<file path="config.mk">
export PLATFORM = sky130hd
export DESIGN_NAME = uart_tx_cfg
export DESIGN_NICKNAME = d
export VERILOG_FILES = /design/src/rtl/uart_pkg.sv /design/src/rtl/uart_baud_cnt.sv /design/src/rtl/uart_tx_cfg.sv
export SDC_FILE = /design/constraint.sdc
export NUM_CORES = 1
export LEC_CHECK = 0
export ABC_AREA = 1
export BUFFER_PORTS_ARGS = -buffer_cell sky130_fd_sc_hd__buf_2
export CORE_MARGIN = 1
export CORE_UTILIZATION = 50
export CTS_CLUSTER_SIZE = 25
export DETAILED_ROUTE_END_ITERATION = 10
export HOLD_SLACK_MARGIN = 0.02
export PLACE_DENSITY_LB_ADDON = 0.05
export SLEW_MARGIN = 20
export SYNTH_ARGS = -nofsm -noshare
export SYNTH_HDL_FRONTEND = slang
export SYNTH_SLANG_ARGS = --single-unit
</file>
<file path="constraint.sdc">
create_clock -name sys_clk -period 1.65 [get_ports sys_clk]
set_input_delay 0.2475 -clock sys_clk [delete_from_list [all_inputs] [get_ports sys_clk]]
set_output_delay 0.2475 -clock sys_clk [all_outputs]
set_load 0.05 [all_outputs]
</file>
<file path="src/rtl/uart_pkg.sv">
// Shared UART definitions: parity encodings, transmitter FSM states and
// the baud divider helper used by the TX (and future RX) blocks.
package uart_pkg;

    localparam int PAR_NONE = 0;
    localparam int PAR_ODD  = 1;
    localparam int PAR_EVEN = 2;

    typedef enum logic [2:0] {
        ST_IDLE   = 3'd0,
        ST_START  = 3'd1,
        ST_DATA   = 3'd2,
        ST_PARITY = 3'd3,
        ST_STOP   = 3'd4
    } tx_state_e;

    function automatic int bps_cnt(input int clk_fre, input int bps);
        return clk_fre / bps;
    endfunction

endpackage

</file>
<file path="src/rtl/uart_baud_cnt.sv">
// Bit-time counter: runs 0..BPS_CNT-1 while enabled, held at 0 otherwise,
// and flags the last cycle of each bit with a one-cycle tick.
module uart_baud_cnt #(
    parameter int BPS_CNT = 868
) (
    input  logic sys_clk,
    input  logic sys_rst_n,
    input  logic en,
    output logic bit_tick
);

    localparam int CNT_W = (BPS_CNT > 2) ? $clog2(BPS_CNT) : 1;
    localparam logic [CNT_W-1:0] CNT_MAX = CNT_W'(BPS_CNT - 1);

    logic [CNT_W-1:0] cnt_q;

    always_ff @(posedge sys_clk or negedge sys_rst_n) begin
        if (!sys_rst_n) begin
            cnt_q <= '0;
        end else if (!en || (cnt_q == CNT_MAX)) begin
            cnt_q <= '0;
        end else begin
            cnt_q <= cnt_q + 1'b1;
        end
    end

    assign bit_tick = en && (cnt_q == CNT_MAX);

endmodule

</file>
<file path="src/rtl/uart_tx_cfg.sv">
// Parametrised UART transmitter with valid/ready input and busy/done status.
// state  | meaning
// IDLE   | line high, ready for a word
// START  | start bit (0)
// DATA   | data bits, LSB first
// PARITY | parity bit (only when parity is enabled)
// STOP   | stop bit(s) (1)
module uart_tx_cfg
    import uart_pkg::*;
#(
    parameter int CLK_FRE   = 100_000_000,
    parameter int BPS       = 115200,
    parameter int DATA_BITS = 8,
    parameter int PARITY    = 0,
    parameter int STOP_BITS = 1
) (
    input  logic                 sys_clk,
    input  logic                 sys_rst_n,
    input  logic [DATA_BITS-1:0] uart_tx_data,
    input  logic                 uart_tx_valid,
    output logic                 uart_tx_ready,
    output logic                 uart_tx_busy,
    output logic                 uart_tx_done,
    output logic                 uart_txd
);

    localparam int BPS_CNT = bps_cnt(CLK_FRE, BPS);
    localparam int BIT_W   = 4;
    localparam logic [BIT_W-1:0] LAST_DATA = BIT_W'(DATA_BITS - 1);
    localparam logic [BIT_W-1:0] LAST_STOP = BIT_W'(STOP_BITS - 1);

    if (BPS_CNT < 2) begin : g_bad_bps
        $error("uart_tx_cfg: CLK_FRE/BPS must be at least 2");
    end
    if (DATA_BITS < 5 || DATA_BITS > 9) begin : g_bad_data
        $error("uart_tx_cfg: DATA_BITS must be 5..9");
    end
    if (PARITY < 0 || PARITY > 2) begin : g_bad_parity
        $error("uart_tx_cfg: PARITY must be 0, 1 or 2");
    end
    if (STOP_BITS < 1 || STOP_BITS > 2) begin : g_bad_stop
        $error("uart_tx_cfg: STOP_BITS must be 1 or 2");
    end

    tx_state_e            state_q, state_d;
    logic [BIT_W-1:0]     bit_cnt_q, bit_cnt_d;
    logic [DATA_BITS-1:0] shreg_q, shreg_d;
    logic                 par_q;
    logic                 txd_d;
    logic                 done_d;
    logic                 bit_tick;
    logic                 accept;

    assign accept = uart_tx_valid && uart_tx_ready;

    uart_baud_cnt #(
        .BPS_CNT (BPS_CNT)
    ) u_baud_cnt (
        .sys_clk   (sys_clk),
        .sys_rst_n (sys_rst_n),
        .en        (state_q != ST_IDLE),
        .bit_tick  (bit_tick)
    );

    always_ff @(posedge sys_clk or negedge sys_rst_n) begin
        if (!sys_rst_n) begin
            state_q      <= ST_IDLE;
            bit_cnt_q    <= '0;
            shreg_q      <= '0;
            par_q        <= 1'b0;
            uart_txd     <= 1'b1;
            uart_tx_done <= 1'b0;
        end else begin
            state_q      <= state_d;
            bit_cnt_q    <= bit_cnt_d;
            shreg_q      <= shreg_d;
            uart_txd     <= txd_d;
            uart_tx_done <= done_d;
            if (accept) begin
                par_q <= (PARITY == PAR_ODD) ? ~^uart_tx_data : ^uart_tx_data;
            end
        end
    end

    always_comb begin
        state_d   = state_q;
        bit_cnt_d = bit_cnt_q;
        shreg_d   = shreg_q;
        done_d    = 1'b0;
        case (state_q)
            ST_IDLE: begin
                if (accept) begin
                    state_d   = ST_START;
                    shreg_d   = uart_tx_data;
                    bit_cnt_d = '0;
                end
            end
            ST_START: begin
                if (bit_tick) begin
                    state_d = ST_DATA;
                end
            end
            ST_DATA: begin
                if (bit_tick) begin
                    shreg_d = shreg_q >> 1;
                    if (bit_cnt_q == LAST_DATA) begin
                        bit_cnt_d = '0;
                        state_d   = (PARITY != PAR_NONE) ? ST_PARITY : ST_STOP;
                    end else begin
                        bit_cnt_d = bit_cnt_q + 1'b1;
                    end
                end
            end
            ST_PARITY: begin
                if (bit_tick) begin
                    state_d = ST_STOP;
                end
            end
            ST_STOP: begin
                if (bit_tick) begin
                    if (bit_cnt_q == LAST_STOP) begin
                        bit_cnt_d = '0;
                        state_d   = ST_IDLE;
                        done_d    = 1'b1;
                    end else begin
                        bit_cnt_d = bit_cnt_q + 1'b1;
                    end
                end
            end
            default: begin
                state_d   = ST_IDLE;
                bit_cnt_d = '0;
            end
        endcase
    end

    // txd is registered from the next state so each level starts on the
    // same edge the FSM enters the corresponding bit.
    always_comb begin
        txd_d = 1'b1;
        case (state_d)
            ST_START:  txd_d = 1'b0;
            ST_DATA:   txd_d = shreg_d[0];
            ST_PARITY: txd_d = par_q;
            default:   txd_d = 1'b1;
        endcase
    end

    assign uart_tx_ready = (state_q == ST_IDLE);
    assign uart_tx_busy  = ~uart_tx_ready;

endmodule

</file>
==> impl_metrics.prom, run 1 <==
# TYPE chip_impl_metric gauge
chip_impl_info{name="outcome",value="completed"} 1
chip_impl_info{name="critPathLaunch",value="state_q[0]$_DFF_PN0_"} 1
chip_impl_metric{name="globalRouteOverflowTotal",unit=""} 0
chip_impl_metric{name="preCtsSetupSlack",unit="ns"} 0.0956
chip_impl_info{name="r2r_start",value="u_baud_cnt.cnt_q[1]$_DFF_PN0_"} 1
chip_impl_metric{name="area_delta_synth_final",unit="%"} 14.7
chip_impl_metric{name="post_synthesis_mean_instance_area",unit="sq um"} 7.86
chip_impl_metric{name="detail-route-antenna-nets",unit=""} 0
chip_impl_info{name="cts_tree",value="built"} 1
chip_impl_metric{name="routabilityCongestion",unit=""} 0.835
chip_impl_metric{name="share_clk_of_total_power",unit="%"} 16.7
chip_impl_metric{name="vias_per_cell",unit=""} 5.03
chip_impl_metric{name="post_synth_instance_area",unit="sq um"} 1580
chip_impl_metric{name="clock_tree.buffer_depth",unit=""} 2
chip_impl_info{name="netlist_top_cells_count",value="sky130_fd_sc_hd__nand2_1 (50), sky130_fd_sc_hd__dfrtp_1 (27), sky130_fd_sc_hd__inv_1 (20)"} 1
chip_impl_metric{name="power.ir.vdd_worst",unit="uV"} 447
chip_impl_metric{name="start_util",unit="%"} 52.2
chip_impl_metric{name="swShare",unit="%"} 33.2
chip_impl_metric{name="max_slew.worst_pin.slew",unit="ns"} 0.598
chip_impl_metric{name="core_area",unit="sq um"} 3030
chip_impl_metric{name="finish.net_count",unit=""} 241
chip_impl_metric{name="route.detailed.drc",unit=""} 0
chip_impl_metric{name="wl",unit="um"} 3150
chip_impl_info{name="synth.area.top_cells",value="sky130_fd_sc_hd__dfrtp_1 (43%), sky130_fd_sc_hd__nand2_1 (12%), sky130_fd_sc_hd__nand3_1 (5.4%)"} 1
chip_impl_metric{name="n_fill_cell",unit=""} 285
chip_impl_metric{name="dpl.hpwl",unit="um"} 2400
chip_impl_metric{name="critPathMaxStageDelay",unit="ns"} 0.45
chip_impl_metric{name="grt_use_total",unit="%"} 20.3
chip_impl_metric{name="grt_pass1_wl",unit="um"} 5370
chip_impl_metric{name="cts_num_sinks",unit=""} 28
chip_impl_metric{name="synth_warnings",unit=""} 0
chip_impl_info{name="globalRoute.busiestLayer",value="met2"} 1
chip_impl_info{name="slowest_library_cell_on_the_worst_path",value="sky130_fd_sc_hd__dfrtp_1"} 1
chip_impl_metric{name="setup_viol",unit=""} 0
chip_impl_metric{name="worst_clock_skew",unit="ns"} 0.00399
chip_impl_metric{name="switchingPower",unit="uW"} 556
chip_impl_metric{name="timing.critical_path.arrival",unit="ns"} 1.31
chip_impl_metric{name="maxCapViolations",unit=""} 0
chip_impl_metric{name="die_height",unit="um"} 58.2
chip_impl_metric{name="period_minus_slack",unit="ns"} 1.56
chip_impl_metric{name="drtPass1Iterations",unit=""} 4
chip_impl_info{name="cts_root_buf",value="sky130_fd_sc_hd__clkbuf_4"} 1
chip_impl_metric{name="pwr_density_cell",unit="nW/um^2"} 924
chip_impl_metric{name="synthCells",unit=""} 201
chip_impl_metric{name="grt_start_max_net_pins",unit=""} 29
chip_impl_metric{name="synth-seq-area-share",unit="%"} 44.4
chip_impl_metric{name="numPortBuffers",unit=""} 14
chip_impl_info{name="post-synth-top-count-cell",value="sky130_fd_sc_hd__nand2_1"} 1
chip_impl_metric{name="first_global_vias",unit=""} 1282
chip_impl_metric{name="global_route.usage.met3",unit="%"} 4.02
chip_impl_metric{name="hold-worst-slack",unit="ns"} 0.159
chip_impl_info{name="yosysTopAreaCell",value="sky130_fd_sc_hd__dfrtp_1"} 1
chip_impl_metric{name="place_inst",unit=""} 262
chip_impl_info{name="worstHoldStart",value="uart_tx_data[7]"} 1
chip_impl_metric{name="critPathRequiredTime",unit="ns"} 1.40
chip_impl_metric{name="crit_path_max_fanout",unit=""} 4
chip_impl_metric{name="clock_latency",unit="ns"} 0.32
chip_impl_metric{name="fraction_of_the_cycle_the_final_worst_path_needs",unit="%"} 94.4
chip_impl_info{name="worstSetupPathType",value="reg2out"} 1
chip_impl_metric{name="antenna_cells_inserted",unit=""} 0
chip_impl_info{name="synth_flop_cell",value="sky130_fd_sc_hd__dfrtp_1"} 1
chip_impl_metric{name="grt_util_met1",unit="%"} 28.0
chip_impl_metric{name="boundaryPins",unit=""} 15
chip_impl_metric{name="combPwrFrac",unit="%"} 28.8
chip_impl_metric{name="antenna_found_initial",unit=""} 0
chip_impl_metric{name="synth_top_cell_area_share",unit="%"} 42.8
chip_impl_metric{name="timing.fmax",unit="MHz"} 642
chip_impl_metric{name="fraction_of_synthesis_flops_using_an_asynchronous_set_or_reset_pin",unit="%"} 100
chip_impl_info{name="crit_path_cell_chain",value="nor2_1 > nand2_2 > inv_4 > buf_4"} 1
chip_impl_metric{name="via_count",unit=""} 1358
chip_impl_metric{name="ys_ff_latch",unit=""} 28
chip_impl_metric{name="power_leakage",unit="uW"} 0.000883
chip_impl_metric{name="syn-num-nets",unit=""} 215
chip_impl_metric{name="slew_headroom",unit="%"} 60.1
chip_impl_metric{name="synth.distinct_cells",unit=""} 31
chip_impl_metric{name="maxSlewViolCount",unit=""} 0
chip_impl_metric{name="die_w",unit="um"} 58.2
chip_impl_info{name="crit_path_end_kind",value="output pin"} 1
chip_impl_metric{name="fraction_of_final_layout_cells_sized_beyond_drive_strength_1",unit="%"} 20.8
chip_impl_info{name="kind_of_start_point_of_the_critical_path",value="register"} 1
chip_impl_metric{name="cts_max_level",unit=""} 1
chip_impl_metric{name="setup_tns",unit="ns"} 0
chip_impl_metric{name="std_cell_rows",unit=""} 20
chip_impl_metric{name="design.die.area",unit="sq um"} 3390
chip_impl_metric{name="gr-usage-met2",unit="%"} 34.0
chip_impl_metric{name="power_report.internal_total",unit="uW"} 1120
chip_impl_metric{name="clkTransAtPathRegs",unit="ns"} 0.14
chip_impl_metric{name="pwr-share-seq",unit="%"} 54.5
chip_impl_metric{name="final-instance-count-excl-fill",unit=""} 270
chip_impl_metric{name="drt-initial-drc-count",unit=""} 50
chip_impl_metric{name="tritoncts.num_buffers",unit=""} 3
chip_impl_metric{name="routed_wire_length_per_instance",unit="um"} 11.7
chip_impl_metric{name="final.setup.worst_slack",unit="ns"} 0.0921
chip_impl_info{name="hold_path.class",value="in2reg"} 1
chip_impl_metric{name="hold_viol",unit=""} 0
chip_impl_metric{name="number_of_synthesized_flops_with_an_enable_pin",unit=""} 0
## timing repair
item,in CTS,in global routing
pin swaps,1,3
endpoints found under the setup margin,1,16
endpoints found under the hold margin,27,0
resized for setup,1,8
hold buffers,1,0
buffers inserted,1,2
## logic make-up (layout without fill, tap and decap cells)
kind of cell               Yosys count  count (layout)  synth area share [%]
AOI/OAI and AO/OA                   25              25                  10.1
and+or+nand+nor                    108             108                  31.0
xor gates and xnor gates             9               9                  4.99
buffers and inverters               28              53                  7.13
DFF                                 28              28                  44.4
adders and majority gates            3               3                  2.38
## cells in the final DEF (no fill, tap or decap), drive strengths merged, types with 3 or more instances in the layout
cell type	synthesis	routed
a21oi	5	5
a22oi	6	6
buf	1	21
clkbuf	0	4
dfrtp	27	27
ha	3	3
inv	26	26
nand2	54	54
nand3	18	18
nand4	7	7
nor2	20	20
nor3	9	9
o21ai	8	8
xnor2	5	5
xor2	4	4
## state kept, by name (all words and copies together) (netlist names)
name              count
bit_cnt_q             4
par_q                 1
shreg_q               8
state_q               3
u_baud_cnt.cnt_q     10
uart_tx_done          1
uart_txd              1
## final cells by class
class | instances | area, sq um | area share (%)
Multi-Input combinational cell | 145 | 790 | 43.5
Sequential cell | 28 | 703 | 38.8
Timing Repair Buffer | 22 | 135 | 7.45
Inverter | 27 | 104 | 5.73
Tap cell | 44 | 55.1 | 3.04
Clock buffer | 4 | 26.3 | 1.45
## worst max-delay path, delay by kind of cell, from the launching register on
family	cells	cell delay, ns
flip-flops	1	0.45
AND/OR/NAND/NOR	2	0.29
buffers and inverters	2	0.26
## power groups by stage
| stage | registers [uW] | clock network [uW] | logic, uW |
|---|---|---|---|
| floorplan | 916 | 0 | 313 |
| global route | 934 | 316 | 549 |
| global placement | 923 | 0 | 418 |
| CTS | 914 | 295 | 441 |
| finish | 913 | 280 | 482 |
| detailed placement | 929 | 0 | 431 |
## metrics by stage
stage	power, uW	util, %	area [sq um]
after floorplan	1230	-	1580
after global placement	1340	57.0	1730
after detailed placement	1360	57.0	1730
after CTS	1650	58.6	1770
after global routing	1800	59.9	1810
final	1680	59.9	1810
## path summary, 6_finish.rpt
| check | cells past startpoint | endpoint | slack (ns) |
|---|---|---|---|
| max | 4 | uart_tx_ready | 0.09 |
| min | 3 | shreg_q[7]$_DFFE_PN0P_ | 0.16 |
| max reg2reg | 10 | bit_cnt_q[0]$_DFFE_PN0P_ | 0.16 |
| min reg2reg | 2 | shreg_q[4]$_DFFE_PN0P_ | 0.51 |
| max in group asynchronous | 2 | u_baud_cnt.cnt_q[7]$_DFF_PN0_ | 0.78 |
| min in group asynchronous | 2 | shreg_q[4]$_DFFE_PN0P_ | 0.44 |
## routing by layer
metal | wire, um | up-vias
met4 | 20 | 0
li1 | - | 711
met1 | 1530 | 628
met2 | 1510 | 17
met3 | 86 | 2
met5 | 0 | -
Power figures use the tool's default switching activity.
==> run 2: changes to the inputs <==
CORE_UTILIZATION = 38   (was 50)
==> run 2 against run 1 <==
Against the previous run:
- die area up 30%
- power up 9.8%
- critical path depth unchanged
- first-iteration DRC count up 100%
- largest cell class unchanged
- clock-buffer cell count unchanged
- design area up 2.4%
- setup slack worse by 0.016 ns
- flip-flop and latch count unchanged
- largest power group unchanged
- via count down 0.37%
- register-to-register slack worse by 0.02 ns
==> impl_metrics.prom, run 2 (synthesis results as in run 1) <==
# TYPE chip_impl_metric gauge
chip_impl_info{name="outcome",value="completed"} 1
chip_impl_metric{name="drtPass1Iterations",unit=""} 6
chip_impl_info{name="largest_registers",value="u_baud_cnt.cnt_q: 10 flops, shreg_q: 8 flops, bit_cnt_q: 4 flops"} 1
chip_impl_metric{name="crit_path_max_fanout",unit=""} 6
chip_impl_metric{name="number_of_flip_flops_in_the_largest_register",unit=""} 10
chip_impl_metric{name="power_leakage",unit="uW"} 0.000898
chip_impl_metric{name="via_count",unit=""} 1353
chip_impl_metric{name="die_w",unit="um"} 66.5
chip_impl_info{name="timing.hold.worst_endpoint",value="shreg_q[7]$_DFFE_PN0P_"} 1
chip_impl_metric{name="cts_max_level",unit=""} 1
chip_impl_metric{name="cts_num_sinks",unit=""} 28
chip_impl_metric{name="r2r.worst_path.cells",unit=""} 10
chip_impl_metric{name="preCtsSetupSlack",unit="ns"} 0.102
chip_impl_info{name="worstHoldStart",value="uart_tx_data[7]"} 1
chip_impl_info{name="regMostFlops",value="u_baud_cnt.cnt_q"} 1
chip_impl_metric{name="vias_per_cell",unit=""} 4.90
chip_impl_info{name="rsz0062_at_grt",value="false"} 1
chip_impl_metric{name="timing.fmax",unit="MHz"} 636
chip_impl_metric{name="start_util",unit="%"} 39.5
chip_impl_metric{name="clock_latency",unit="ns"} 0.27
chip_impl_metric{name="clkTransAtPathRegs",unit="ns"} 0.10
chip_impl_metric{name="drt-initial-drc-count",unit=""} 100
chip_impl_metric{name="period_minus_slack",unit="ns"} 1.57
chip_impl_metric{name="pwr_density_cell",unit="nW/um^2"} 991
chip_impl_metric{name="die_height",unit="um"} 66.5
chip_impl_metric{name="power.ir.vdd_worst",unit="uV"} 334
chip_impl_metric{name="maxSlewViolCount",unit=""} 0
chip_impl_metric{name="route.detailed.drc",unit=""} 0
chip_impl_metric{name="grt_use_total",unit="%"} 17.9
chip_impl_metric{name="slew_headroom",unit="%"} 58.3
chip_impl_metric{name="design.die.area",unit="sq um"} 4420
chip_impl_info{name="kind_of_start_point_of_the_critical_path",value="register"} 1
chip_impl_info{name="crit_path_end_kind",value="output pin"} 1
chip_impl_info{name="hold_path.class",value="in2reg"} 1
chip_impl_metric{name="grt_pass1_wl",unit="um"} 6090
chip_impl_metric{name="fraction_of_final_layout_cells_sized_beyond_drive_strength_1",unit="%"} 20.8
chip_impl_metric{name="final.setup.worst_slack",unit="ns"} 0.0765
chip_impl_metric{name="setup_tns",unit="ns"} 0
chip_impl_metric{name="antenna_cells_inserted",unit=""} 0
chip_impl_metric{name="antenna_found_initial",unit=""} 0
chip_impl_metric{name="grt_start_max_net_pins",unit=""} 29
chip_impl_info{name="cts_tree",value="built"} 1
chip_impl_metric{name="critPathRequiredTime",unit="ns"} 1.40
chip_impl_metric{name="timing.reg2reg.setup_slack",unit="ns"} 0.14
chip_impl_metric{name="routabilityCongestion",unit=""} 0.834
chip_impl_metric{name="detail-route-antenna-nets",unit=""} 0
chip_impl_metric{name="routed_wire_length_per_instance",unit="um"} 12.5
chip_impl_metric{name="timing.critical_path.arrival",unit="ns"} 1.33
chip_impl_info{name="regToRegEndpoint",value="bit_cnt_q[0]$_DFFE_PN0P_"} 1
chip_impl_metric{name="tritoncts.num_buffers",unit=""} 3
chip_impl_metric{name="boundaryPins",unit=""} 15
chip_impl_metric{name="maxCapViolations",unit=""} 0
chip_impl_metric{name="setup_viol",unit=""} 0
chip_impl_info{name="cts_root_buf",value="sky130_fd_sc_hd__clkbuf_8"} 1
chip_impl_metric{name="finish.net_count",unit=""} 241
chip_impl_metric{name="max_slew.worst_pin.slew",unit="ns"} 0.625
chip_impl_metric{name="core_area",unit="sq um"} 4000
chip_impl_info{name="worstSetupPathType",value="reg2out"} 1
chip_impl_metric{name="area_delta_synth_final",unit="%"} 17.5
chip_impl_metric{name="first_global_vias",unit=""} 1345
chip_impl_metric{name="dpl.hpwl",unit="um"} 2650
chip_impl_metric{name="worst_clock_skew",unit="ns"} 0.00287
chip_impl_metric{name="hold_viol",unit=""} 0
chip_impl_metric{name="n_fill_cell",unit=""} 415
chip_impl_info{name="layout.cells.most_common_list",value="sky130_fd_sc_hd__nand2_1 (49), sky130_fd_sc_hd__dfrtp_1 (26), sky130_fd_sc_hd__inv_1 (20)"} 1
chip_impl_metric{name="globalRouteOverflowTotal",unit=""} 0
chip_impl_metric{name="clock_tree.buffer_depth",unit=""} 2
chip_impl_info{name="layout_commonest_cell",value="sky130_fd_sc_hd__nand2_1"} 1
chip_impl_info{name="r2r_start",value="u_baud_cnt.cnt_q[1]$_DFF_PN0_"} 1
chip_impl_metric{name="whs_path_depth",unit=""} 3
chip_impl_metric{name="fraction_of_the_cycle_the_final_worst_path_needs",unit="%"} 95.4
chip_impl_metric{name="numPortBuffers",unit=""} 14
chip_impl_metric{name="std_cell_rows",unit=""} 23
chip_impl_metric{name="wl",unit="um"} 3450
-- run 2: critical path, cell delays in order, from the launching register on --
cell and delay [ns]:
sky130_fd_sc_hd__dfrtp_1 0.46, sky130_fd_sc_hd__inv_2 0.08, sky130_fd_sc_hd__nand2_2 0.10, sky130_fd_sc_hd__buf_4 0.15, sky130_fd_sc_hd__buf_2 0.27
-- run 2: through the flow --
stage	utilization (%)	instance area, sq um	instances	hold WS [ns]	total power, uW
6_report	46.4	1860	276	0.208	1840
5_1_grt	46.4	1860	276	0.214	1980
4_1_cts	45.4	1810	275	0.203	1820
3_5_place_dp	43.7	1750	270	0.312	1370
3_3_place_gp	43.7	1750	270	0.300	1360
2_1_floorplan	-	1580	201	-0.0481	1230
-- run 2: area by class of cell --
type | instances | area [sq um] | share of cell area, %
sequential | 28 | 703 | 37.9
multi-input combinational | 145 | 800 | 43.1
timing repair buffer | 22 | 133 | 7.14
tap | 50 | 62.6 | 3.37
inverter | 27 | 104 | 5.59
clock buffer | 4 | 55.1 | 2.96
-- run 2: worst max-delay path by stage --
stage / from / to / cells past startpoint
floorplan: state_q[0]$_DFF_PN0_ / uart_txd$_DFF_PN1_ / 9
global placement: u_baud_cnt.cnt_q[1]$_DFF_PN0_ / bit_cnt_q[0]$_DFFE_PN0P_ / 10
detailed placement: u_baud_cnt.cnt_q[1]$_DFF_PN0_ / u_baud_cnt.cnt_q[9]$_DFF_PN0_ / 8
CTS: state_q[0]$_DFF_PN0_ / uart_tx_busy / 4
global route: state_q[1]$_DFF_PN0_ / uart_tx_busy / 4
finish: state_q[1]$_DFF_PN0_ / uart_tx_busy / 4
-- run 2: where the power goes --
group / internal [uW] / total (uW) / switching [uW]
Combinational: 202 / 474 / 272
Sequential: 819 / 932 / 114
Clock: 214 / 434 / 220
Total: 1230 / 1840 / 605
-- run 2: routing by layer --
metal / global-route usage (%) / share of wire, %
met1: 24.3 / 51
met3: 2.05 / 1.6
met5: 0 / 0
met4: 4.79 / 0.55
met2: 30.0 / 46
-- run 2: repair_timing --
action / 4_1_cts / 5_1_grt
endpoints found under the hold margin: 27 / 0
hold buffers: 1 / 0
resized for setup: 0 / 8
setup endpoints to repair: 0 / 10
setup buffers: 0 / 1
